## src/rtl/cpu_pkg.sv

```systemverilog
// Shared CPU decode definitions: opcodes, immediate extension modes, issue FSM states.
// Opcode classification helpers are pure functions of the 6-bit op field.
package cpu_pkg;

  localparam logic [5:0] OP_RTYPE = 6'h00;
  localparam logic [5:0] OP_J     = 6'h02;
  localparam logic [5:0] OP_JAL   = 6'h03;
  localparam logic [5:0] OP_BEQ   = 6'h04;
  localparam logic [5:0] OP_BNE   = 6'h05;
  localparam logic [5:0] OP_ANDI  = 6'h0C;
  localparam logic [5:0] OP_ORI   = 6'h0D;
  localparam logic [5:0] OP_XORI  = 6'h0E;
  localparam logic [5:0] OP_LUI   = 6'h0F;
  localparam logic [5:0] OP_LB    = 6'h20;
  localparam logic [5:0] OP_LH    = 6'h21;
  localparam logic [5:0] OP_LW    = 6'h23;
  localparam logic [5:0] OP_LBU   = 6'h24;
  localparam logic [5:0] OP_LHU   = 6'h25;
  localparam logic [5:0] OP_SB    = 6'h28;
  localparam logic [5:0] OP_SH    = 6'h29;
  localparam logic [5:0] OP_SW    = 6'h2B;

  typedef enum logic [1:0] {EXT_SIGN, EXT_ZERO, EXT_UPPER} ext_mode_t;

  typedef enum logic {ST_RUN, ST_LU_BUBBLE} issue_state_t;

  function automatic ext_mode_t ext_mode_of(input logic [5:0] op);
    if (op == OP_ANDI || op == OP_ORI || op == OP_XORI) return EXT_ZERO;
    if (op == OP_LUI) return EXT_UPPER;
    return EXT_SIGN;
  endfunction

  function automatic logic is_load(input logic [5:0] op);
    return (op == OP_LB) || (op == OP_LH) || (op == OP_LW) ||
           (op == OP_LBU) || (op == OP_LHU);
  endfunction

  function automatic logic uses_rs(input logic [5:0] op);
    return !((op == OP_LUI) || (op == OP_J) || (op == OP_JAL));
  endfunction

  function automatic logic uses_rt(input logic [5:0] op);
    return (op == OP_RTYPE) || (op == OP_BEQ) || (op == OP_BNE) ||
           (op == OP_SB) || (op == OP_SH) || (op == OP_SW);
  endfunction

endpackage

```

## src/rtl/imm_extend.sv

```systemverilog
// Immediate extender: sign, zero or upper placement of a 16-bit immediate.
// Purely combinational, no latency, no flow control.
module imm_extend
  import cpu_pkg::*;
(
  input  logic [15:0] imm,
  input  ext_mode_t   ext_mode,
  output logic [31:0] imm_ext
);

  always_comb begin
    imm_ext = {{16{imm[15]}}, imm};
    case (ext_mode)
      EXT_ZERO:  imm_ext = {16'h0000, imm};
      EXT_UPPER: imm_ext = {imm, 16'h0000};
      default:   imm_ext = {{16{imm[15]}}, imm};
    endcase
  end

endmodule

```

## src/rtl/id_issue_ctrl.sv

```systemverilog
// Decode-stage issue control: IF/ID and ID/EX slots, load-use bubble insertion, flush.
// One cycle ID->EX; fetch held via combinational if_stall on EX back-pressure or hazard.
module id_issue_ctrl
  import cpu_pkg::*;
#(
  parameter int CNT_W = 16
) (
  input  logic             clk,
  input  logic             rst,
  input  logic             if_valid,
  input  logic [31:0]      if_instr,
  output logic             if_stall,
  input  logic             flush,
  input  logic             ex_ready,
  output logic             ex_valid,
  output logic [31:0]      ex_instr,
  output logic [31:0]      ex_imm,
  output logic [CNT_W-1:0] bubble_cnt
);

  logic         id_valid;
  logic [31:0]  id_instr;
  issue_state_t state;

  logic [5:0]  id_op;
  logic [4:0]  id_rs;
  logic [4:0]  id_rt;
  logic [5:0]  ex_op;
  logic [4:0]  ex_rt;
  logic [31:0] id_imm;
  logic        ex_adv;
  logic        hazard;

  assign id_op = id_instr[31:26];
  assign id_rs = id_instr[25:21];
  assign id_rt = id_instr[20:16];
  assign ex_op = ex_instr[31:26];
  assign ex_rt = ex_instr[20:16];

  imm_extend u_imm_extend (
    .imm      (id_instr[15:0]),
    .ext_mode (ext_mode_of(id_op)),
    .imm_ext  (id_imm)
  );

  assign ex_adv = !ex_valid || ex_ready;

  // A load writing $0 never creates a dependency.
  assign hazard = id_valid && ex_valid && is_load(ex_op) && (ex_rt != 5'd0) &&
                  ((uses_rs(id_op) && (id_rs == ex_rt)) ||
                   (uses_rt(id_op) && (id_rt == ex_rt)));

  assign if_stall = id_valid && (!ex_adv || hazard);

  always_ff @(posedge clk) begin
    if (rst) begin
      state      <= ST_RUN;
      id_valid   <= 1'b0;
      id_instr   <= 32'h0;
      ex_valid   <= 1'b0;
      ex_instr   <= 32'h0;
      ex_imm     <= 32'h0;
      bubble_cnt <= '0;
    end else if (flush) begin
      state    <= ST_RUN;
      id_valid <= 1'b0;
      ex_valid <= 1'b0;
    end else if (state == ST_RUN && ex_adv && hazard) begin
      state    <= ST_LU_BUBBLE;
      ex_valid <= 1'b0;
      if (bubble_cnt != '1) bubble_cnt <= bubble_cnt + CNT_W'(1);
    end else begin
      // In LU_BUBBLE the EX slot is empty, so the hazard cannot hold and ID advances.
      state <= ST_RUN;
      if (ex_adv) begin
        ex_valid <= id_valid;
        ex_instr <= id_instr;
        ex_imm   <= id_imm;
        id_valid <= if_valid;
        if (if_valid) id_instr <= if_instr;
      end
    end
  end

endmodule
```

## config.mk

```make
export PLATFORM = sky130hd
export DESIGN_NAME = id_issue_ctrl
export DESIGN_NICKNAME = d
export VERILOG_FILES = /design/src/rtl/cpu_pkg.sv /design/src/rtl/imm_extend.sv /design/src/rtl/id_issue_ctrl.sv
export SDC_FILE = /design/constraint.sdc
export NUM_CORES = 1
export LEC_CHECK = 0
export CAP_MARGIN = 15
export CORE_MARGIN = 1.5
export CORE_UTILIZATION = 34
export DETAILED_ROUTE_END_ITERATION = 16
export DONT_BUFFER_PORTS = 1
export PLACE_DENSITY_LB_ADDON = 0.08
export SLEW_MARGIN = 30
export SYNTH_ARGS = -nofsm -noshare
export SYNTH_HDL_FRONTEND = slang
export SYNTH_SLANG_ARGS = --single-unit
```

## constraint.sdc

```tcl
create_clock -name clk -period 2.25 [get_ports clk]
set_input_delay 0.225 -clock clk [delete_from_list [all_inputs] [get_ports clk]]
set_output_delay 0.225 -clock clk [all_outputs]
set_load 0.02 [all_outputs]
```

Word level (Yosys, flattened, before mapping)
Index checks and enable logic that the tools add are counted.
{"block": "totals", "regBits": 115, "output_inout_bits": 82, "wordCells": 77, "input_bits": 37}
{"block": "classes", "bitwise_logic": 3, "reduce_logical": 36, "muxes": 9, "add_sub_neg": 1, "n_eq_ne": 21}
{"operator": "$pmux W32 S2", "n": 1}
{"operator": "$eq A6 B6 Y1 const B", "n": 8}
{"operator": "$eq A6 B4 Y1 const B", "n": 4}
{"operator": "$add A16 B1 Y16 const B", "n": 1}
{"operator": "$logic_or A1 B1 Y1", "n": 16}
{"operator": "$ne A16 B16 Y1 const B", "n": 1}
{"operator": "$eq A6 B2 Y1 const B", "n": 2}
{"operator": "$eq A6 B3 Y1 const B", "n": 2}
{"operator": "$eq A5 B5 Y1", "n": 2}
{"operator": "$logic_and A1 B1 Y1", "n": 9}
{"operator": "$mux W2", "n": 4}
{"operator": "$logic_not A6 Y1", "n": 1}
{"operator": "$reduce_and A3 Y1", "n": 2}
{"operator": "$reduce_bool A5 Y1", "n": 1}
{"operator": "$mux W1", "n": 4}
{"operator": "$reduce_and A4 Y1", "n": 1}
{"operator": "$logic_not A1 Y1", "n": 3}
{"operator": "$not A1 Y1", "n": 3}
{"operator": "$reduce_or A3 Y1", "n": 1}
{"operator": "$eq A2 B1 Y1 const B", "n": 1}
{"operator": "$eq A2 B2 Y1 const B", "n": 1}
{"operator": "$reduce_and A2 Y1", "n": 1}
{"operator": "$reduce_or A2 Y1", "n": 1}

Depth between registers and ports, before layout
{"block": "depth", "depth_word": 12, "mapped_depth": 9, "mapped_depth_nobuf": 7}

By module
A second synthesis with hierarchy kept.
{"block": "hier_totals", "cells_unflattened": 632, "hier_area_um2": 5372.7}
{"module": "id_issue_ctrl", "seq_area_each_um2": 2302.2, "n_inst": 1, "cells_per_inst": 589, "area_each_um2": 5051.1}
{"module": "imm_extend", "seq_area_each_um2": 0.0, "n_inst": 1, "cells_per_inst": 43, "area_each_um2": 321.6}

Worst setup path before layout
Ideal clock, no wire load.
{"block": "synth_path", "path_kind": "register to register", "startpoint": "reg bubble_cnt[0]", "endpoint": "reg bubble_cnt[11]", "stages_incl_launch_ff": 10, "setup_ns": 0.070, "period_less_slack_ns": 2.471, "required_time_ns": 2.180, "slack_ns": -0.221, "arrival_ns": 2.401, "n_path_buf": 2, "cell_sequence": "dfxtp_1 -> ha_1 -> and4_1 -> clkbuf_1 -> and3_1 -> a31oi_1 -> nand4_1 -> clkbuf_1 -> or4_1 -> a21oi_1"}
{"block": "synth_between", "elab_chain_cells": 2, "elab_cells_between_ends": 3, "cone_classes": "1 x add/sub; 1 x eq/ne; 1 x reduce/logical"}
{"element": "start, declared", "line_no": "id_issue_ctrl.sv:18", "source": "output logic [CNT_W-1:0] bubble_cnt"}
{"element": "start signal, assigned", "line_no": "id_issue_ctrl.sv:71", "source": "if (bubble_cnt != '1) bubble_cnt <= bubble_cnt + CNT_W'(1);"}
{"element": "branches (longest 2 deep; another with $add A16 B1 Y16)"}
Parallel ways; which one is timed is not known.
A chain may end at the register's enable or synchronous reset.

Worst setup path after layout
{"block": "layout_path", "startpoint": "reg ex_instr[19]", "endpoint": "reg bubble_cnt[7]"}
{"block": "layout_between", "elab_chain_cells": 6, "elab_cells_between_ends": 10, "cone_classes": "2 x eq/ne; 8 x reduce/logical"}
{"element": "start, declared", "line_no": "id_issue_ctrl.sv:16", "source": "output logic [31:0] ex_instr,"}
{"element": "start signal, assigned", "line_no": "id_issue_ctrl.sv:77", "source": "ex_instr <= id_instr;"}
{"element": "$eq A5 B5 Y1, on equally long branches", "line_no": "id_issue_ctrl.sv:50, id_issue_ctrl.sv:51"}
{"element": "$logic_and A1 B1 Y1, on equally long branches", "line_no": "id_issue_ctrl.sv:50, id_issue_ctrl.sv:51"}
{"element": "$logic_or A1 B1 Y1", "line_no": "id_issue_ctrl.sv:50", "source": "((uses_rs(id_op) && (id_rs == ex_rt)) ||"}
{"element": "$logic_and A1 B1 Y1 *", "line_no": "id_issue_ctrl.sv:49", "source": "assign hazard = id_valid && ex_valid && is_load(ex_op) && (ex_rt != 5'd0) &&"}
{"element": "$logic_and A1 B1 Y1 *", "line_no": "id_issue_ctrl.sv:68", "source": "end else if (state == ST_RUN && ex_adv && hazard) begin"}
{"element": "$reduce_and A3 Y1 (no source line) *"}
Mark *: on every way between the ends. The rest lies on a longest branch, timed or not.

==> summary.txt <==
cell taking the most area after synthesis -> dfxtp_1
Die Wd -> 122 microns
Max-slew headroom -> 0.571
post-synth top area share -> 0.477
Req. time, crit path -> 2.60 ns
ant diodes -> 0
failing checks -> negative hold slack, negative setup slack
syn_nets -> 596
synth warn -> 0
largest net degree at the start of global routing -> 54
Mapped Cells -> 558
most frequent cells in the layout -> dfxtp_1, nand2_1, buf_4
CTS tree -> yes
Fin. Hold Viols -> 47
WS Path Type -> reg2reg
worst slew pin tran -> 0.643 ns
fin cells -> 852
commonest non-fill, non-tap cell in the layout -> dfxtp_1
Worst Skew -> 0.00678 ns
post-DP HPWL -> 10000 microns
final instance area -> 7130 sq um
syn avg cell area -> 8.65 sq um
Via Count -> 4541
nets@finish -> 697
Cell Rows -> 43
fmax -> 0.426 GHz
Core Box Area -> 13900 sq um
count of input and output buffers -> 0
register area share after synthesis -> 0.477
CTS HTree Levels -> 4
share of cells above drive strength 1 -> 0.301
synth top area cells -> dfxtp_1, nand2_1, mux2i_1, a21oi_1, nand3_1
Worst Hold Class -> in2reg
Adder-Cell Fraction of Synth Area -> 0.00259
final wirelength -> 15900 microns
Post-synth EDFFs -> 0
pre-CTS WS -> -0.206 ns
Ports -> 119
Filler Cell Count -> 1303
Post-CTS Hold Fix Bufs -> 33
synth unique cells -> 41
Crit. End Element -> flop
Final Cycle Share -> 1.04
Power Density -> 765 nW/um^2
RSZ-0062 raised after global routing -> true
Die Y -> 122 microns
simple-gate portion of the synthesized area -> 0.211
die area -> 14900 sq um
Max IR drop VDD -> 584 uV
minimum hold slack -> -0.122 ns
Worst-path clk slew -> 0.06 ns
Routed WL per cell -> 18.7 microns
post-placement cell area -> 5570 sq um
Pleak -> 2.69 nW
initial antenna violation count -> 0
Power Total -> 5.46 mW
Area Overhead vs Synth -> 47.8%
Top FF cell, synth -> dfxtp_1
critical path fanouts, max -> 14
clk buf depth -> 2
Final Core Density -> 0.514
Critical Path Source Type -> flop
Num CTS Buffers -> 17
post-synthesis compound-gate area fraction -> 0.173
main combinational cell family by area after synthesis -> simple AND/OR/NAND/NOR gates
Initial Utilization -> 0.348
Max Cap Violations -> 0
total track usage -> 0.212
Post-Synth XOR/XNOR Area -> 0.0182
Async SR Flop Fraction -> 0
Clock Sinks -> 115
Seq cells post-synth -> 115
Skew-Pair Late Insertion Delay -> 0.42 ns
grt ovf -> 0
vias in the first global route -> 4473
outcome -> finished with violations
clock tree root buffer cell -> clkbuf_16
mapped cell area -> 4820 sq um
Antenna Nets Post-Route -> 0
number of DRC markers in iteration 0 -> 198
first-pass iteration count of the detailed router -> 4
Placer Congestion -> 0.783
max-slew violation count -> 0
Via density -> 5.33
Crit path arrival time -> 2.70 ns
Final Setup Violations -> 32
# DRC -> 0
Sum Neg Setup Slack -> -0.847 ns
mux contribution to synthesized area -> 0.0731
final worst slack -> -0.0957 ns
Placed Cells -> 769
post-route minimum period -> 2.35 ns
first-pass GRT wire length -> 24000 microns
-- worst paths after layout --
check,from,to,slack [ns],cells past startpoint
setup / recovery,ex_instr[19]$_SDFFE_PP0P_,bubble_cnt[7]$_SDFFE_PP0P_,-0.1,7
setup reg to reg,ex_instr[19]$_SDFFE_PP0P_,bubble_cnt[7]$_SDFFE_PP0P_,-0.1,7
hold reg to reg,id_instr[10]$_SDFFE_PP0P_,ex_instr[10]$_SDFFE_PP0P_,0.49,2
hold / removal,rst,bubble_cnt[11]$_SDFFE_PP0P_,-0.12,1
-- sequential cells by signal, summed over array words and instances (netlist names) --
register,count
ex_imm,32
ex_instr,32
id_instr,32
bubble_cnt,16
ex_valid,1
id_valid,1
state,1
-- Yosys cell counts (2+ instances only) --
master,instances
a211o_1,2
a211oi_1,3
a21oi_1,47
a22oi_1,15
a31o_2,16
and3_1,3
and4_1,2
buf_1,2
buf_2,9
buf_6,2
clkbuf_1,36
dfxtp_1,115
mux2_2,2
mux2i_1,33
nand2_1,102
nand2b_1,2
nand3_1,42
nand3b_1,2
nand4_1,7
nor2_1,5
nor2b_1,4
nor3_1,3
nor4_1,19
o21a_1,2
o21ai_0,41
o31ai_1,7
or2_2,2
or3_1,6
or4_1,7
xnor2_1,3
xor2_1,7
-- per-layer routing --
layer | part of all wire | vias to the layer above | routed length [microns] | track usage
li1 | - | 2228 | - | -
met1 | 0.44 | 2181 | 7020 | 0.269
met2 | 0.47 | 115 | 7490 | 0.332
met3 | 0.077 | 17 | 1220 | 0.0787
met4 | 0.012 | 0 | 190 | 0.0698
met5 | 0 | - | 0 | 0
-- cell families (layout without fill, tap and decap cells) --
kind of cell / Yosys count / after routing
simple gates: 210 / 210
fa+ha+maj: 1 / 1
flops: 115 / 115
buf+inv: 50 / 164
xor+xnor: 10 / 10
mux: 35 / 35
compound gates: 137 / 137
-- power breakdown --
part           switching (mW)  internal, mW  leakage (nW)
logic                   0.229         0.232          1.47
registers               0.109          2.11         0.940
clock network           0.982          1.79         0.287
-- what timing repair did --
item	in CTS	in global routing
gates cloned	3	9
gates resized for setup	19	55
endpoints found under the hold margin	79	47
pin swaps	3	35
setup endpoints to repair	97	113
setup buffers	3	3
-- cell type report --
type / instances / area, sq um / area share
multi-input combinational: 393 / 2580 / 0.362
sequential: 115 / 2320 / 0.325
timing repair buffer: 131 / 1390 / 0.195
clock buffer: 19 / 453 / 0.0635
tap: 180 / 225 / 0.0316
clock inverter: 13 / 158 / 0.0221
inverter: 1 / 5.00 / 0.000702
-- worst max-delay path: stages, from the launching register on --
cell and delay [ns]:
dfxtp_4 0.35, xor2_1 0.16, a211o_1 0.27, or3_4 0.33
a211o_4 0.37, buf_12 0.16, or4_4 0.51, a21oi_2 0.13
No activity file was read; power rests on OpenSTA's default activity.
